File: src/rtl/ps2_key_decoder.sv
// rtl/ps2_key_decoder.sv - PS/2 keyboard frame receiver and scancode decoder
// Emits toggle-flagged key events with press/release and E0-extended qualifiers.
module ps2_key_decoder #(
  parameter int FILTER  = 8,
  parameter int TIMEOUT = 13000
) (
  input  logic        clk_sys,
  input  logic        reset_n,
  input  logic        ps2_clk,
  input  logic        ps2_data,
  output logic [10:0] ps2_key,
  output logic        frame_err
);

  localparam int FW = (FILTER  > 1) ? $clog2(FILTER + 1)  : 1;
  localparam int TW = $clog2(TIMEOUT + 2);

  typedef enum logic [1:0] {IDLE, DATA, PARITY, STOP} state_t;

  logic          clk_s1, clk_s2, dat_s1, dat_s2;
  logic          clk_f, clk_f_prev;
  logic [FW-1:0] filt_cnt;
  logic          fall;

  state_t        state_q, state_d;
  logic [2:0]    bit_cnt_q, bit_cnt_d;
  logic [7:0]    shift_q, shift_d;
  logic          par_q, par_d;
  logic          ext_q, ext_d, rel_q, rel_d;
  logic [TW-1:0] tmo_q, tmo_d;
  logic [10:0]   key_d;
  logic          err_d;

  // Synchronizers and the glitch filter idle high, matching an idle PS/2 bus.
  always_ff @(posedge clk_sys or negedge reset_n) begin
    if (!reset_n) begin
      clk_s1     <= 1'b1;
      clk_s2     <= 1'b1;
      dat_s1     <= 1'b1;
      dat_s2     <= 1'b1;
      clk_f      <= 1'b1;
      clk_f_prev <= 1'b1;
      filt_cnt   <= '0;
    end else begin
      clk_s1     <= ps2_clk;
      clk_s2     <= clk_s1;
      dat_s1     <= ps2_data;
      dat_s2     <= dat_s1;
      clk_f_prev <= clk_f;
      if (clk_s2 != clk_f) begin
        if (filt_cnt == FW'(FILTER - 1)) begin
          clk_f    <= clk_s2;
          filt_cnt <= '0;
        end else begin
          filt_cnt <= filt_cnt + 1'b1;
        end
      end else begin
        filt_cnt <= '0;
      end
    end
  end

  assign fall = clk_f_prev & ~clk_f;

  always_ff @(posedge clk_sys or negedge reset_n) begin
    if (!reset_n) begin
      state_q   <= IDLE;
      bit_cnt_q <= '0;
      shift_q   <= '0;
      par_q     <= 1'b0;
      ext_q     <= 1'b0;
      rel_q     <= 1'b0;
      tmo_q     <= '0;
      ps2_key   <= '0;
      frame_err <= 1'b0;
    end else begin
      state_q   <= state_d;
      bit_cnt_q <= bit_cnt_d;
      shift_q   <= shift_d;
      par_q     <= par_d;
      ext_q     <= ext_d;
      rel_q     <= rel_d;
      tmo_q     <= tmo_d;
      ps2_key   <= key_d;
      frame_err <= err_d;
    end
  end

  always_comb begin
    state_d   = state_q;
    bit_cnt_d = bit_cnt_q;
    shift_d   = shift_q;
    par_d     = par_q;
    ext_d     = ext_q;
    rel_d     = rel_q;
    key_d     = ps2_key;
    err_d     = 1'b0;
    tmo_d     = (fall || state_q == IDLE) ? '0 : tmo_q + 1'b1;

    if (fall) begin
      case (state_q)
        IDLE: begin
          if (!dat_s2) begin
            state_d   = DATA;
            bit_cnt_d = '0;
          end else begin
            err_d = 1'b1;
          end
        end
        DATA: begin
          shift_d = {dat_s2, shift_q[7:1]};
          if (bit_cnt_q == 3'd7) state_d = PARITY;
          else                   bit_cnt_d = bit_cnt_q + 1'b1;
        end
        PARITY: begin
          par_d   = dat_s2;
          state_d = STOP;
        end
        STOP: begin
          state_d = IDLE;
          if (dat_s2 && (^{shift_q, par_q})) begin
            case (shift_q)
              8'hE0: ext_d = 1'b1;
              8'hF0: rel_d = 1'b1;
              // Keyboard status/ack codes carry no key information.
              8'hAA, 8'hFA, 8'hFE, 8'hEE, 8'h00, 8'hFF, 8'hE1: ;
              default: begin
                key_d = {~ps2_key[10], ~rel_q, ext_q, shift_q};
                ext_d = 1'b0;
                rel_d = 1'b0;
              end
            endcase
          end else begin
            err_d = 1'b1;
            ext_d = 1'b0;
            rel_d = 1'b0;
          end
        end
        default: state_d = IDLE;
      endcase
    end else if (state_q != IDLE && tmo_q == TW'(TIMEOUT)) begin
      state_d = IDLE;
      err_d   = 1'b1;
      ext_d   = 1'b0;
      rel_d   = 1'b0;
    end
  end

endmodule

File: config.mk
export PLATFORM = sky130hd
export DESIGN_NAME = ps2_key_decoder
export DESIGN_NICKNAME = d
export VERILOG_FILES = /design/src/rtl/ps2_key_decoder.sv
export SDC_FILE = /design/constraint.sdc
export NUM_CORES = 1
export LEC_CHECK = 0
export BUFFER_PORTS_ARGS = -buffer_cell sky130_fd_sc_hd__buf_2
export CAP_MARGIN = 20
export CORE_UTILIZATION = 60
export CTS_BUF_LIST = sky130_fd_sc_hd__clkbuf_4 sky130_fd_sc_hd__clkbuf_8
export DETAILED_ROUTE_END_ITERATION = 10
export GPL_TIMING_DRIVEN = 0
export PLACE_DENSITY = 0.75
export SETUP_SLACK_MARGIN = 0.3
export SLEW_MARGIN = 20
export SYNTH_ARGS = -nofsm -noshare
export SYNTH_HDL_FRONTEND = slang
export SYNTH_SLANG_ARGS = --single-unit
File: constraint.sdc
create_clock -name clk_sys -period 2.9 [get_ports clk_sys]
set_input_delay 0.145 -clock clk_sys [delete_from_list [all_inputs] [get_ports clk_sys]]
set_output_delay 0.145 -clock clk_sys [all_outputs]
set_load 0.1 [all_outputs]
; ---- After elaboration in Yosys (flattened, before gate mapping)
; Index checks and enable logic that the tools add are counted.
; W data, S select, Z words.
[word_totals]
input_bits = 4
elab_cells = 91
ff_bits = 52
[classes]
n_bitwise = 5
muxes = 25
reduce_logical = 20
n_addsub = 3
eq_ne = 22
[ops]
columns = op, count
row1 = $eq A8 B8 Y1 const B, 8
row2 = $reduce_or A8 Y1, 2
row3 = $add A14 B1 Y14 const B, 1
row4 = $eq A14 B14 Y1 const B, 1
row5 = $mux W14, 1
row6 = $ne A3 B3 Y1 const B, 4
row7 = $mux W1, 11
row8 = $reduce_and A3 Y1, 3
row9 = $reduce_or A9 Y1, 1
row10 = $reduce_xor A9 Y1, 1
row11 = $logic_not A8 Y1, 1
row12 = $mux W2, 4
row13 = $mux W4, 2
row14 = $pmux W2 S4, 1
row15 = $reduce_and A4 Y1, 2
row16 = $mux W3, 2
row17 = $pmux W1 S2, 3
row18 = $pmux W3 S2, 1
row19 = $reduce_and A2 Y1, 3
row20 = $reduce_bool A2 Y1, 3
row21 = $add A4 B1 Y4 const B, 1
row22 = $eq A2 B2 Y1 const B, 2
row23 = $eq A4 B3 Y1 const B, 1
row24 = $ne A2 B2 Y1 const B, 2
row25 = other kinds (10), 14

; ---- Longest topological paths before layout
[logic_depth]
word_depth = 6
ltp_mapped = 8

; ---- Worst setup path before layout
; No wires, ideal clock.
[synth_path]
kind = register to register
from = register shift_q[4]
to = register ps2_key[1]
period_less_slack_ps = 2241
required_time_ps = 2774
path_stages_with_launch = 9
path_buffers = 2
arrival_ps = 2115
path_slack_ps = 659
cell_sequence = dfrtp_1 -> buf_2 -> xor2_1 -> xnor3_1 -> xnor2_1 -> nand2_2 -> nor4b_4 -> buf_6 -> mux2_4
[synth_via]
elab_chain_cells = 4
word_cells_on_any_way = 14
[synth_lines]
columns = item, line_no
row1 = start: declaration, 27  ; logic [7:0] shift_q, shift_d;
row2 = start signal: assignment, 79  ; shift_q <= shift_d;
row3 = $eq A8 B8 Y1 or $logic_not A8 Y1 (tied branches), 122  ; case (shift_q)
row4 = $reduce_or A9 Y1 (no line), --
row5 = $not A1 Y1 (no line), --
row6 = $reduce_and A4 Y1 (no line) (*), --
row7 = end signal: assignment, 84  ; ps2_key <= key_d;
row8 = end: declaration, 11  ; output logic [10:0] ps2_key,
; Every way passes the cells marked *; elsewhere a longest branch is shown, timed or not.
; A chain may end at the register's enable or synchronous reset.

; ---- Final worst setup path
[layout_path]
from = register shift_q[1]
to = register ps2_key[7]
; Same word-level chain as after synthesis.

==> reports/results.tsv <==
stage	metric	value	unit
outcome	outcome	completed	
setup_path	critical path class	register to register	
detailed_routing	Routed WL	4261	um
cells_and_area	Seq. cell area	1309	um^2
floorplan	die height	66.68	um
cts	CTS buffer count	5	
global_route	initial antenna violation count	0	
job	max-cap viol count	0	
yosys	syn_nets	234	
sta	max-slew violation count	0	
floorplan	total die area	4446	um^2
detailed_routing	ANT nets after route	0	
cts	CTS sink cnt	52	
detailed_routing	DRT iter0 DRCs	78	
global_route	largest net degree at the start of global routing	53	
setup_path	Max stage delay on crit path	0.43	ns
global_route	global-route wire length before repair	6941	um
sta	final hold violation count	0	
sta	Worst-Margin Slew	0.6177	ns
yosys	Synth area leader	dfrtp_1	
placed_design	Detail Placement HPWL	2873	um
sta	f_max	400.9	MHz
yosys	synthesized instance count	221	
yosys	yosys warns	0	
global_route	gr ovfl total	0	
placed_design	IO buf count	15	
setup_path	most numerous cell on the critical path	xnor2_1	
cells_and_area	Multi-input gate area	1144	um^2
cts	worst skew pair latency	0.31	ns
cts	Longest Clk Path Bufs	2	
global_route	GRT Util Overall	21.42	%
yosys	number of synthesized register bits	52	
setup_path	critical path startpoint category	register	
setup_path	Crit-path slowest cell	xnor3_1	
pwr	PD cells	669.8	nW/um^2
detailed_routing	vias after detailed routing	1650	
yosys	count leader, synth	dfrtp_1	
setup_path	WP buf/inv	2	
yosys	distinct cell type count after synthesis	37	
worst_hold_path	type of the tightest min-delay check	register to register	
detailed_routing	DRC	0	
cts	CTS tree	built	
setup_path	worst endpoint required time	3.10	ns
floorplan	num rows	23	
sta	Layout Skew	0.009590	ns
setup_path	top cell family by delay on the critical path	XOR/XNOR gates	
floorplan	core area	4000	um^2
setup_path	Worst Setup End Kind	register	
sta	Final Cycle Share	86.01	%
detailed_routing	TritonRoute pass-1 iters	4	
yosys	syn avg cell area	11.36	um^2
yosys	Seq/Total Area, Yosys	52.14	%
yosys	dominant cells by area after synthesis	dfrtp_1, dfstp_2, mux2_2	
global_route	vias in the first global route	1569	
yosys	Post-Synth XOR/XNOR Area	7.876	%
detailed_routing	Wirelength per Cell	14.20	um
floorplan	I/O pin count	16	
pwr	Max VDD drop	427.3	uV
yosys	area share of the largest cell type after synthesis	45.86	%
cells_and_area	layout cells sized above 1	24.80	%
sta	Slew Limit Headroom	58.82	%
cts	Clk Tree Root Cell	clkbuf_8	
cts	Clk pin slew, worst setup/hold paths	0.09	ns
setup_path	worst path cell trace	clkbuf_2 > xnor2_1 > xnor3_1 > xnor2_1 > nand2_2 > nor4b_4 > buf_6 > mux2_4	
floorplan	Initial Util	62.75	%
yosys	synthesized-area fraction occupied by adder cells	4.487	%
yosys	mux share of post-synthesis cell area	10.57	%
sta	post-layout min period	2.494	ns
yosys	Synth top cells by count	dfrtp_1, nor2_1, nand2_1, mux2_2, nand3_1	
yosys	EDFF count, synth	0	
yosys	largest family of logic cells by synthesized area	simple AND/OR/NAND/NOR gates	
placed_design	GPL Wtd Cong	0.8037	
yosys	Synth Area in Compound Gates	6.630	%
cells_and_area	Layout Utilization	70.32	%
pwr	leakage power	1.345	nW
cts	CTS H-Tree Depth	2	
floorplan	Die Wd	66.68	um
sta	Final Setup Violations	0	
cells_and_area	P&R area growth vs syn	12.06	%
cells_and_area	Final #Nets	262	
detailed_routing	via/cell ratio	5.500	
cells_and_area	Antenna Diode Count	0	
yosys	Synth Area in Simple Gates	15.70	%
setup_path	Worst Path Arrival	2.69	ns
cells_and_area	Filler Cell Count	299	
sta	setup TNS	0	ns
yosys	post-synthesis cell area	2510	um^2
setup_path	Crit Path Max Fanout	10	
placed_design	placed cells	286	
sta	unrepaired setup endpoints after global routing	no	
yosys	Synth Flop Type	dfrtp_1	
yosys	async set-reset flop share out of synthesis	100.0	%
cells_and_area	fin cells	300	
==> cells in the final DEF (no fill, tap or decap), types with 3 or more instances in the layout <==
cell / instances
dfrtp_1: 46
nor2_1: 24
nand2_1: 17
buf_2: 14
nand3_1: 12
mux2_2: 12
xnor2_1: 10
xor2_1: 9
a21oi_1: 9
ha_1: 9
inv_1: 8
mux2_4: 8
dfstp_2: 6
nor3_1: 5
a22o_1: 5
clkbuf_8: 5
o21ai_0: 4
nor2b_1: 3
and3_1: 3
nor4b_1: 3
clkbuf_2: 3
dlygate4sd3_1: 3
buf_4: 3
==> through the flow <==
step | cell area [um^2] | hold WS, ns | power (mW) | setup WS, ns
after global placement | 2648 | 0.2501 | 1.453 | 0.4698
after CTS | 2773 | 0.3622 | 1.895 | 0.4126
final | 2813 | 0.3609 | 1.884 | 0.4057
after global routing | 2813 | 0.3666 | 2.010 | 0.3042
after floorplan | 2510 | -0.1506 | 1.341 | 0.6590
after detailed placement | 2650 | 0.2146 | 1.468 | 0.4306
==> power breakdown <==
group / total [mW] / switching [mW] / internal (mW) / leakage [nW]
Sequential: 0.918 / 0.0918 / 0.826 / 0.696
Clock: 0.417 / 0.236 / 0.181 / 0.0448
Combinational: 0.549 / 0.318 / 0.231 / 0.604
Total: 1.88 / 0.645 / 1.24 / 1.34
==> state kept, by name, indices dropped and copies added (netlist names), 2 cells and up <==
| signal | flops |
|---|---|
| shift_q | 8 |
| bit_cnt_q | 3 |
| ps2_key | 11 |
| state_q | 2 |
| tmo_q | 14 |
| filt_cnt | 4 |
==> worst register-to-register path, stage by stage, from the launching register on <==
cell and delay, ns:
dfrtp_1 0.37, clkbuf_2 0.18, xnor2_1 0.20, xnor3_1 0.43, xnor2_1 0.17, nand2_2 0.13
nor4b_4 0.40, buf_6 0.20, mux2_4 0.31
==> routing by layer <==
metal	GRT usage [%]	part of all wire, %
met1	27.00	48
met2	34.34	48
met3	5.479	2.4
met4	9.840	1.6
met5	0	0
==> timing repair <==
item,4_1_cts,5_1_grt
hold buffers,3,0
hold endpoints to repair,48,0
endpoints found under the setup margin,0,8
buffers inserted,0,2
resized for setup,0,11
==> path summary, 6_finish.rpt <==
| path | start | endpoint | slack (ns) | cells past startpoint |
|---|---|---|---|---|
| worst max-delay path | shift_q[1] | ps2_key[7] | 0.41 | 8 |
| worst min-delay path | dat_s1 | dat_s2 | 0.36 | 0 |
| worst max register to register | shift_q[1] | ps2_key[7] | 0.41 | 8 |
| worst min register to register | dat_s1 | dat_s2 | 0.36 | 0 |
| max in group asynchronous | reset_n | tmo_q[5] | 2.09 | 2 |
| min in group asynchronous | reset_n | ps2_key[1] | 0.40 | 2 |
==> layout make-up <==
class                           count  area share (%)
Clock buffer                        6           2.714
Clock inverter                      2          0.5783
Tap cell                           50           2.224
Inverter                            8           1.068
Timing Repair Buffer               21           4.760
Buffer                              7           1.468
Multi-Input combinational cell    154           40.66
Sequential cell                    52           46.53
==> cell families (layout without fill, tap and decap cells) <==
group / after synthesis / count (layout)
adders and majority gates: 9 / 9
and+or+nand+nor: 78 / 78
muxes: 21 / 21
xor gates and xnor gates: 21 / 21
DFF: 52 / 52
buffers and inverters: 15 / 44
AOI/OAI and AO/OA: 25 / 25
(Power assumes the default switching activity.)
